--- src/rtl/dmem_arbiter.sv ---
// Single-ported data-memory arbiter: parks on the MEM-stage core port and grants bounded DMA bursts.
// Optional starvation guard enabled by defining DMEM_ARB_STARVE_EN.
module dmem_arbiter #(
  parameter int DATA_W       = 32,
  parameter int ADDR_W       = 32,
  parameter int LEN_W        = 8,
  parameter int MAX_BURST    = 4,
  parameter int STARVE_LIMIT = 8
) (
  input  logic              clk1,
  input  logic              reset,
  input  logic              core_req,
  input  logic              core_we,
  input  logic [ADDR_W-1:0] core_addr,
  input  logic [DATA_W-1:0] core_wdata,
  output logic [DATA_W-1:0] core_rdata,
  output logic              core_ack,
  output logic              core_stall,
  input  logic              dma_req,
  input  logic              dma_we,
  input  logic [ADDR_W-1:0] dma_addr,
  input  logic [DATA_W-1:0] dma_wdata,
  input  logic [LEN_W-1:0]  dma_len,
  output logic [DATA_W-1:0] dma_rdata,
  output logic              dma_ack,
  output logic              dma_done,
  output logic              mem_en,
  output logic              mem_en_w,
  output logic [ADDR_W-1:0] mem_addr,
  output logic [DATA_W-1:0] mem_wdata,
  input  logic [DATA_W-1:0] mem_rdata
);
  localparam int BW = $clog2(MAX_BURST + 1);

  typedef enum logic {CORE = 1'b0, DMA = 1'b1} owner_e;

  owner_e            owner_q, owner_d;
  logic [LEN_W-1:0]  rem_q, rem_d, len_eff, rem_eff;
  logic [BW-1:0]     burst_q, burst_d;
  logic              rule1, force_dma;

  assign len_eff = (dma_len == '0) ? LEN_W'(1) : dma_len;
  assign rem_eff = (rem_q != '0) ? rem_q : len_eff;

`ifdef DMEM_ARB_STARVE_EN
  localparam int SW = (STARVE_LIMIT < 1) ? 1 : $clog2(STARVE_LIMIT + 1);
  logic [SW-1:0] starve_q, starve_d;

  always_comb begin
    starve_d = starve_q;
    if (!dma_req || owner_q == DMA) starve_d = '0;
    else if (32'(starve_q) < 32'(STARVE_LIMIT)) starve_d = starve_q + SW'(1);
  end

  always_ff @(posedge clk1) begin
    if (reset) starve_q <= '0;
    else       starve_q <= starve_d;
  end

  assign force_dma = dma_req && (32'(starve_q) >= 32'(STARVE_LIMIT));
`else
  assign force_dma = 1'b0;
`endif

  // state register
  always_ff @(posedge clk1) begin
    if (reset) owner_q <= CORE;
    else       owner_q <= owner_d;
  end

  // next owner: keep the DMA only while its grant still has budget, otherwise
  // fall back to CORE for at least one cycle before re-arbitrating
  always_comb begin
    rule1 = (owner_q == DMA) && dma_ack && (rem_eff > LEN_W'(1)) &&
            ((32'(burst_q) + 32'd1) < 32'(MAX_BURST)) && dma_req;
    owner_d = CORE;
    if (rule1)
      owner_d = DMA;
    else if (owner_q == CORE && (force_dma || (dma_req && !core_req)))
      owner_d = DMA;
  end

  // output/datapath
  always_comb begin
    core_ack  = 1'b0;
    dma_ack   = 1'b0;
    mem_en    = 1'b0;
    mem_en_w  = 1'b0;
    mem_addr  = '0;
    mem_wdata = '0;
    if (!reset) begin
      if (owner_q == CORE && core_req) begin
        core_ack  = 1'b1;
        mem_en    = 1'b1;
        mem_en_w  = core_we;
        mem_addr  = core_addr;
        mem_wdata = core_wdata;
      end else if (owner_q == DMA && dma_req) begin
        dma_ack   = 1'b1;
        mem_en    = 1'b1;
        mem_en_w  = dma_we;
        mem_addr  = dma_addr;
        mem_wdata = dma_wdata;
      end
    end
  end

  assign core_stall = core_req & ~core_ack;
  assign dma_done   = dma_ack & (rem_eff == LEN_W'(1));
  assign core_rdata = mem_rdata;
  assign dma_rdata  = mem_rdata;

  // rem survives a dropped dma_req so the same transfer resumes on the next grant
  always_comb begin
    rem_d = rem_q;
    if (dma_ack) rem_d = rem_eff - LEN_W'(1);
    burst_d = burst_q;
    if (owner_d == CORE || owner_q == CORE) burst_d = '0;
    else if (dma_ack)                       burst_d = burst_q + BW'(1);
  end

  always_ff @(posedge clk1) begin
    if (reset) begin
      rem_q   <= '0;
      burst_q <= '0;
    end else begin
      rem_q   <= rem_d;
      burst_q <= burst_d;
    end
  end
endmodule
--- config.mk ---
export PLATFORM = sky130hd
export DESIGN_NAME = dmem_arbiter
export DESIGN_NICKNAME = d
export VERILOG_FILES = /design/src/rtl/dmem_arbiter.sv
export SDC_FILE = /design/constraint.sdc
export NUM_CORES = 1
export LEC_CHECK = 0
export BUFFER_PORTS_ARGS = -buffer_cell sky130_fd_sc_hd__buf_2
export CORE_AREA = 5 5 115 117
export DETAILED_ROUTE_END_ITERATION = 8
export DIE_AREA = 0 0 120 122
export HOLD_SLACK_MARGIN = 0.05
export PLACE_DENSITY_LB_ADDON = 0.3
export SYNTH_ARGS = -nofsm -noshare
export SYNTH_HDL_FRONTEND = slang
export SYNTH_SLANG_ARGS = --single-unit
export TNS_END_PERCENT = 30
--- constraint.sdc ---
create_clock -name clk1 -period 4 [get_ports clk1]
set_input_delay 0.2 -clock clk1 [delete_from_list [all_inputs] [get_ports clk1]]
set_output_delay 0.2 -clock clk1 [all_outputs]
set_load 0.02 [all_outputs]
==> run metrics, run 1 <==
H-tree lvl count=1; Power Total=0.000570 W; Fmax=360 MHz; Final HPWL DP=8080 um; flop-to-flop setup slack=1.27 ns; FF+latch area=240 sq um; chip height=122 um; critical path required time=3.80 ns; register area share after synthesis=12.6%; Leak=1.53 nW; Worst Setup Start Kind=flop; routability cong.=0.846; Power Density=211 mW/mm^2; total iterations of the first detailed-routing run=4; Main synth FF type=dfxtp_1; Tcrit/Tclk final=69.4%; clk buf depth=2; Synth Area per Inst=7.87 sq um; clk_lat worst skew=0.24 ns; I/O pins=308; crit path DAT=2.58 ns; Core Area=0.0123 sq mm; Syn-to-layout area delta=41.2%; Gate Count Post-Synth=243; IO Port Bufs=211; CTS clk-pin slew, worst paths=0.04 ns; YS warnings=0; Final setup viols=0; largest net degree at the start of global routing=69; initial core utilization=15.6%; Crit Path Class=reg -> out; EDFF count, synth=0; max-slew violation total from the final report=0; clk_skew=0.00335 ns; CTS resizes=0; DRT met1 WL=3170 um; routed length on met2=5110 um; number of global-route vias before repair=2510; Filler Cell Count=1383; Wirelength per Cell=17.6 um; routed wl met3=880 um; routed vias/inst=4.51; initial detailed-routing violation count=153; GRT Total Usage=11.7%; Synth Area in Compound Gates=39.9%; multi-input logic area=0.00110 sq mm; total setup buffers inserted after CTS=0; grt ovf=0; leading area contributor after synthesis=a22o_1; HP Class=in -> reg; drc violations=0; synthesized area=0.00191 sq mm; maxcap violations=0; die area=0.0146 sq mm; mux cell area share after synthesis=1.64%; share of layout cells above drive strength 1=59.2%; relative slew slack=52.7%; Top Metal Used=met5; chip width=120 um; post-route minimum period=2.78 ns; CTS Sinks=12; Peak VDD IR=0.102 mV; Setup crit end kind=primary output; synth top area cells=a22o_1 30%, buf_4 25%, dfxtp_1 13%; vias=2389; ant diodes=0; status=finished clean; Adder-Cell Fraction of Synth Area=1.96%; WL final=9340 um; Synth Area in Simple Gates=13.4%; Seq cells post-synth=12; RSZ-0062 raised after global routing=false; hold_buf cts=0; CP max FO=7; slew at the pin closest to its max-slew limit=0.703 ns; Yosys top cell area share=30.2%; row count=41; Final Hold Vio Count=0; most common cell in the netlist=a22o_1; Synth cell types=43; sum of negative setup slack=0 ns; ys async rst share=0%; CTS root buf=clkbuf_16; Synth top cells by count=66 x a22o_1, 64 x buf_4, 12 x clkbuf_1, 12 x dfxtp_1; initial antenna violation count=3; CTS Buf Count=3; CTS tree=built; Synth Net Count=420; final-stage net count=559; first-pass GRT wire length=13700 um; main combinational cell family by area after synthesis=compound AO/OA/AOI/OAI gates; XOR/XNOR Fraction of Synth Area=0%; Post-DRT Antenna Nets=0
## state kept, by name, indices dropped and copies added, names as in the netlist
signal / count
owner_q: 1
burst_q: 3
rem_q: 8
## kinds of logic after synthesis
| group | Yosys count |
|---|---|
| mux | 3 |
| simple gates | 46 |
| other cells | 1 |
| compound gates | 92 |
| buf+inv | 86 |
| fa+ha+maj | 3 |
| flops | 12 |
## area by class of cell
class                   count  area share, %
inverters                   6          0.834
repair buffers            214           39.9
multi-input cells         145           40.6
clock buffers               3           2.78
well taps                 150           6.95
flip-flops and latches     12           8.90
## critical path, stage by stage (launching register included)
cell and delay [ns]:
dfxtp_1 0.37, nor4_1 0.66, nand2_1 0.22, o31ai_1 0.38, ha_1 0.24, nand2_1 0.05
a211oi_1 0.21, buf_2 0.20
## metal layers
| metal | track usage [%] | up-vias |
|---|---|---|
| li1 | - | 1136 |
| met1 | 12.0 | 1094 |
| met2 | 22.8 | 135 |
| met3 | 4.27 | 18 |
| met4 | 2.43 | 6 |
| met5 | 0 | - |
## power breakdown
group          total [W]  switching [W]  internal [W]
Clock           0.000178      0.0000478      0.000130
Combinational   0.000264       0.000146      0.000119
Sequential      0.000129     0.00000491      0.000124
Total           0.000570       0.000198      0.000372
## path summary, 6_finish.rpt
check                          start                       to  cells past startpoint
max            rem_q[4]$_SDFFE_PP0P_                 dma_done                      7
min                            reset    rem_q[7]$_SDFFE_PP0P_                      2
max reg2reg    rem_q[4]$_SDFFE_PP0P_    rem_q[6]$_SDFFE_PP0P_                      8
min reg2reg  burst_q[0]$_SDFFE_PP0P_  burst_q[0]$_SDFFE_PP0P_                      1
## placed cells by master (no fill, tap or decap), types with 4 or more instances in the layout
cell type  count
dfxtp_1       12
nand2_1        8
o21ai_0        6
nor4_1         4
a22o_1        66
buf_2        211
inv_1          5
nor2_1         8
## metrics by stage
| step | setup slack (ns) | hold slack [ns] | area, sq um | util (%) | cells |
|---|---|---|---|---|---|
| 4_1_cts | 1.26 | 0.311 | 2700 | 22.0 | 530 |
| 6_report | 1.22 | 0.306 | 2700 | 22.0 | 530 |
| 2_1_floorplan | 1.76 | 0.395 | 1910 | - | 243 |
| 3_3_place_gp | 1.46 | 0.400 | 2630 | 21.4 | 527 |
| 5_1_grt | 1.00 | 0.347 | 2700 | 22.0 | 530 |
| 3_5_place_dp | 1.41 | 0.400 | 2630 | 21.4 | 527 |
(Power assumes the default switching activity.)
==> run 2: changes to the inputs <==
- clock period: 4 -> 2.5 ns (I/O delays scaled with it)
==> run metrics, run 2 (synthesized netlist as in run 1, its figures left out) <==
initial core utilization=15.6% (unchanged); Sw Ratio=34.7% (about the same); CP dominant cell by count=nand2_1; Power Density=336 mW/mm^2 (+59%); flop-to-flop setup slack=0.33 ns (-0.94 ns); CTS clk-pin slew, worst paths=0.04 ns (about the same); WL final=9290 um (-0.51%); vias=2394 (+0.21%); r2r endpoint=rem_q[6]$_SDFFE_PP0P_; Clk network pwr share=31.2% (about the same); routed vias/inst=4.47 (-0.91%); Final Non-Filler Cells=536 (+1.1%); Sw Pwr=0.000324 W (+64%); FF+latch area=240 sq um (unchanged); final-stage net count=565 (+1.1%); Biggest register=rem_q; worst reg2reg path depth=8 (unchanged); CP max FO=7 (unchanged); Pint=0.000609 W (+64%); placed cell count=533 (+1.1%); post-layout util=22.6% (+0.62 points); HP Class=in -> reg; delay of the slowest cell on the worst path=0.37 ns (-0.29 ns); CTS tree=built; number of global-route vias before repair=2509 (-0.040%); Crit Path Class=reg -> out; max-slew violation total from the final report=0 (unchanged); sum of negative setup slack=0 ns (unchanged); initial antenna violation count=3 (unchanged); crit path from=rem_q[4]$_SDFFE_PP0P_; Syn-to-layout area delta=45.2%; Post-DRT Antenna Nets=0 (unchanged); max reg flops=8 (unchanged); Fmax=438 MHz; routability cong.=0.831 (-1.8%); I/O pins=308 (unchanged); Wirelength per Cell=17.3 um (-1.6%); chip height=122 um (unchanged); H-tree lvl count=1 (unchanged); CTS Buf Count=3 (unchanged); initial detailed-routing violation count=141 (-7.8%); worst r2r src=rem_q[4]$_SDFFE_PP0P_; RSZ-0062 raised after global routing=false; Final HPWL DP=8190 um (+1.3%); hold path cells=3 (+1); CTS Sinks=12 (unchanged); Leak=1.56 nW (+2.4%); CTS root buf=clkbuf_16; clk_skew=0.00268 ns (-0.000665 ns); Crit-path slowest cell=dfxtp_1; critical path required time=2.38 ns (-1.42 ns); largest net degree at the start of global routing=55 (-20%); hold_ws=0.235 ns (-0.0710 ns); grt ovf=0 (unchanged); Final setup viols=0 (unchanged); IO Port Bufs=211 (unchanged); multi-input logic area=0.00110 sq mm (+0.57%); chip width=120 um (unchanged); Largest regs=rem_q: 8 flops, burst_q: 3 flops, owner_q: 1 flops; Tcrit/Tclk final=91.4%; share of layout cells above drive strength 1=60.1% (+0.89 points); first-pass GRT wire length=13700 um (-0.15%); Cell Chain, Critical Path=nor4_2 > nand2_1 > o31ai_1 > ha_1 > nand2_1 > a211oi_1 > buf_2; GRT Total Usage=11.8% (+0.064 points); maxcap violations=0 (unchanged); total iterations of the first detailed-routing run=4 (unchanged); commonest cells after routing, fill and taps aside=211 x buf_2, 66 x a22o_1, 12 x dfxtp_1; Worst Setup Start Kind=flop; ant diodes=0 (unchanged); hold_sp=dma_len[4]; Final Hold Vio Count=0 (unchanged); Filler Cell Count=1371 (-0.87%); clk_lat worst skew=0.24 ns (about the same); Setup crit end kind=primary output; Comb pwr share=46.8% (+0.5 points); Core Area=0.0123 sq mm (unchanged); Hold Crit Endpoint=rem_q[4]$_SDFFE_PP0P_; Peak VDD IR=0.164 mV (+62%); row count=41 (unchanged); clk buf depth=2 (unchanged); die area=0.0146 sq mm (unchanged); sequential share of power=22.0% (-0.5 points); commonest non-fill, non-tap cell in the layout=buf_2; crit path DAT=2.16 ns (-0.42 ns); Power Total=0.000934 W (+64%); drc violations=0 (unchanged); post-route minimum period=2.29 ns; status=finished clean
## run 2: cell count changes in the layout (fill, tap and decap cells not counted), sizes merged
cell	previous run	this run
buf	214	220
## run 2: worst max-delay path, delay by kind of cell, from the launching register on
| kind | cells | cell delay, ns |
|---|---|---|
| buffers and inverters | 1 | 0.21 |
| DFF | 1 | 0.37 |
| and+or+nand+nor | 3 | 0.55 |
| adders and majority gates | 1 | 0.24 |
| AOI/OAI and AO/OA | 2 | 0.56 |
## run 2: routing by layer
layer	vias to the layer above	track usage [%]	part of all wire, %
li1	1147	-	-
met1	1089	12.6	35
met2	137	22.4	54
met3	17	3.67	9.2
met4	4	2.93	1.5
met5	-	0	0.43
## run 2: what timing repair did
item,in CTS,in global routing
hold buffers,0,0
setup endpoints to repair,0,1
gates resized for setup,0,1
buffers inserted,0,0
## run 2: worst max path at each step
stage | to | cells past startpoint
floorplan | rem_q[6]$_SDFFE_PP0P_ | 8
global placement | rem_q[6]$_SDFFE_PP0P_ | 8
detailed placement | rem_q[6]$_SDFFE_PP0P_ | 8
CTS | dma_done | 7
global route | dma_done | 7
finish | dma_done | 7
## run 2: power by group through the flow
stage | registers, W | logic [W] | clock network (W)
after floorplan | 0.000206 | 0.000368 | 0
after global placement | 0.000209 | 0.000437 | 0
after detailed placement | 0.000209 | 0.000439 | 0
after CTS | 0.000205 | 0.000441 | 0.000295
after global routing | 0.000207 | 0.000475 | 0.000306
final | 0.000206 | 0.000437 | 0.000291
## run 2: cell type report
class                   instances  share of cell area [%]
clock buffers                   3                    2.70
multi-input cells             145                    39.7
well taps                     150                    6.76
flip-flops and latches         12                    8.65
repair buffers                220                    41.4
inverters                       6                   0.811
## run 2: per-stage QoR
step | setup WS, ns | area (sq um)
after floorplan | 0.296 | 1910
after global placement | 0.332 | 2700
final | 0.215 | 2780
after global routing | 0.0450 | 2780
after detailed placement | 0.238 | 2700
after CTS | 0.0931 | 2770
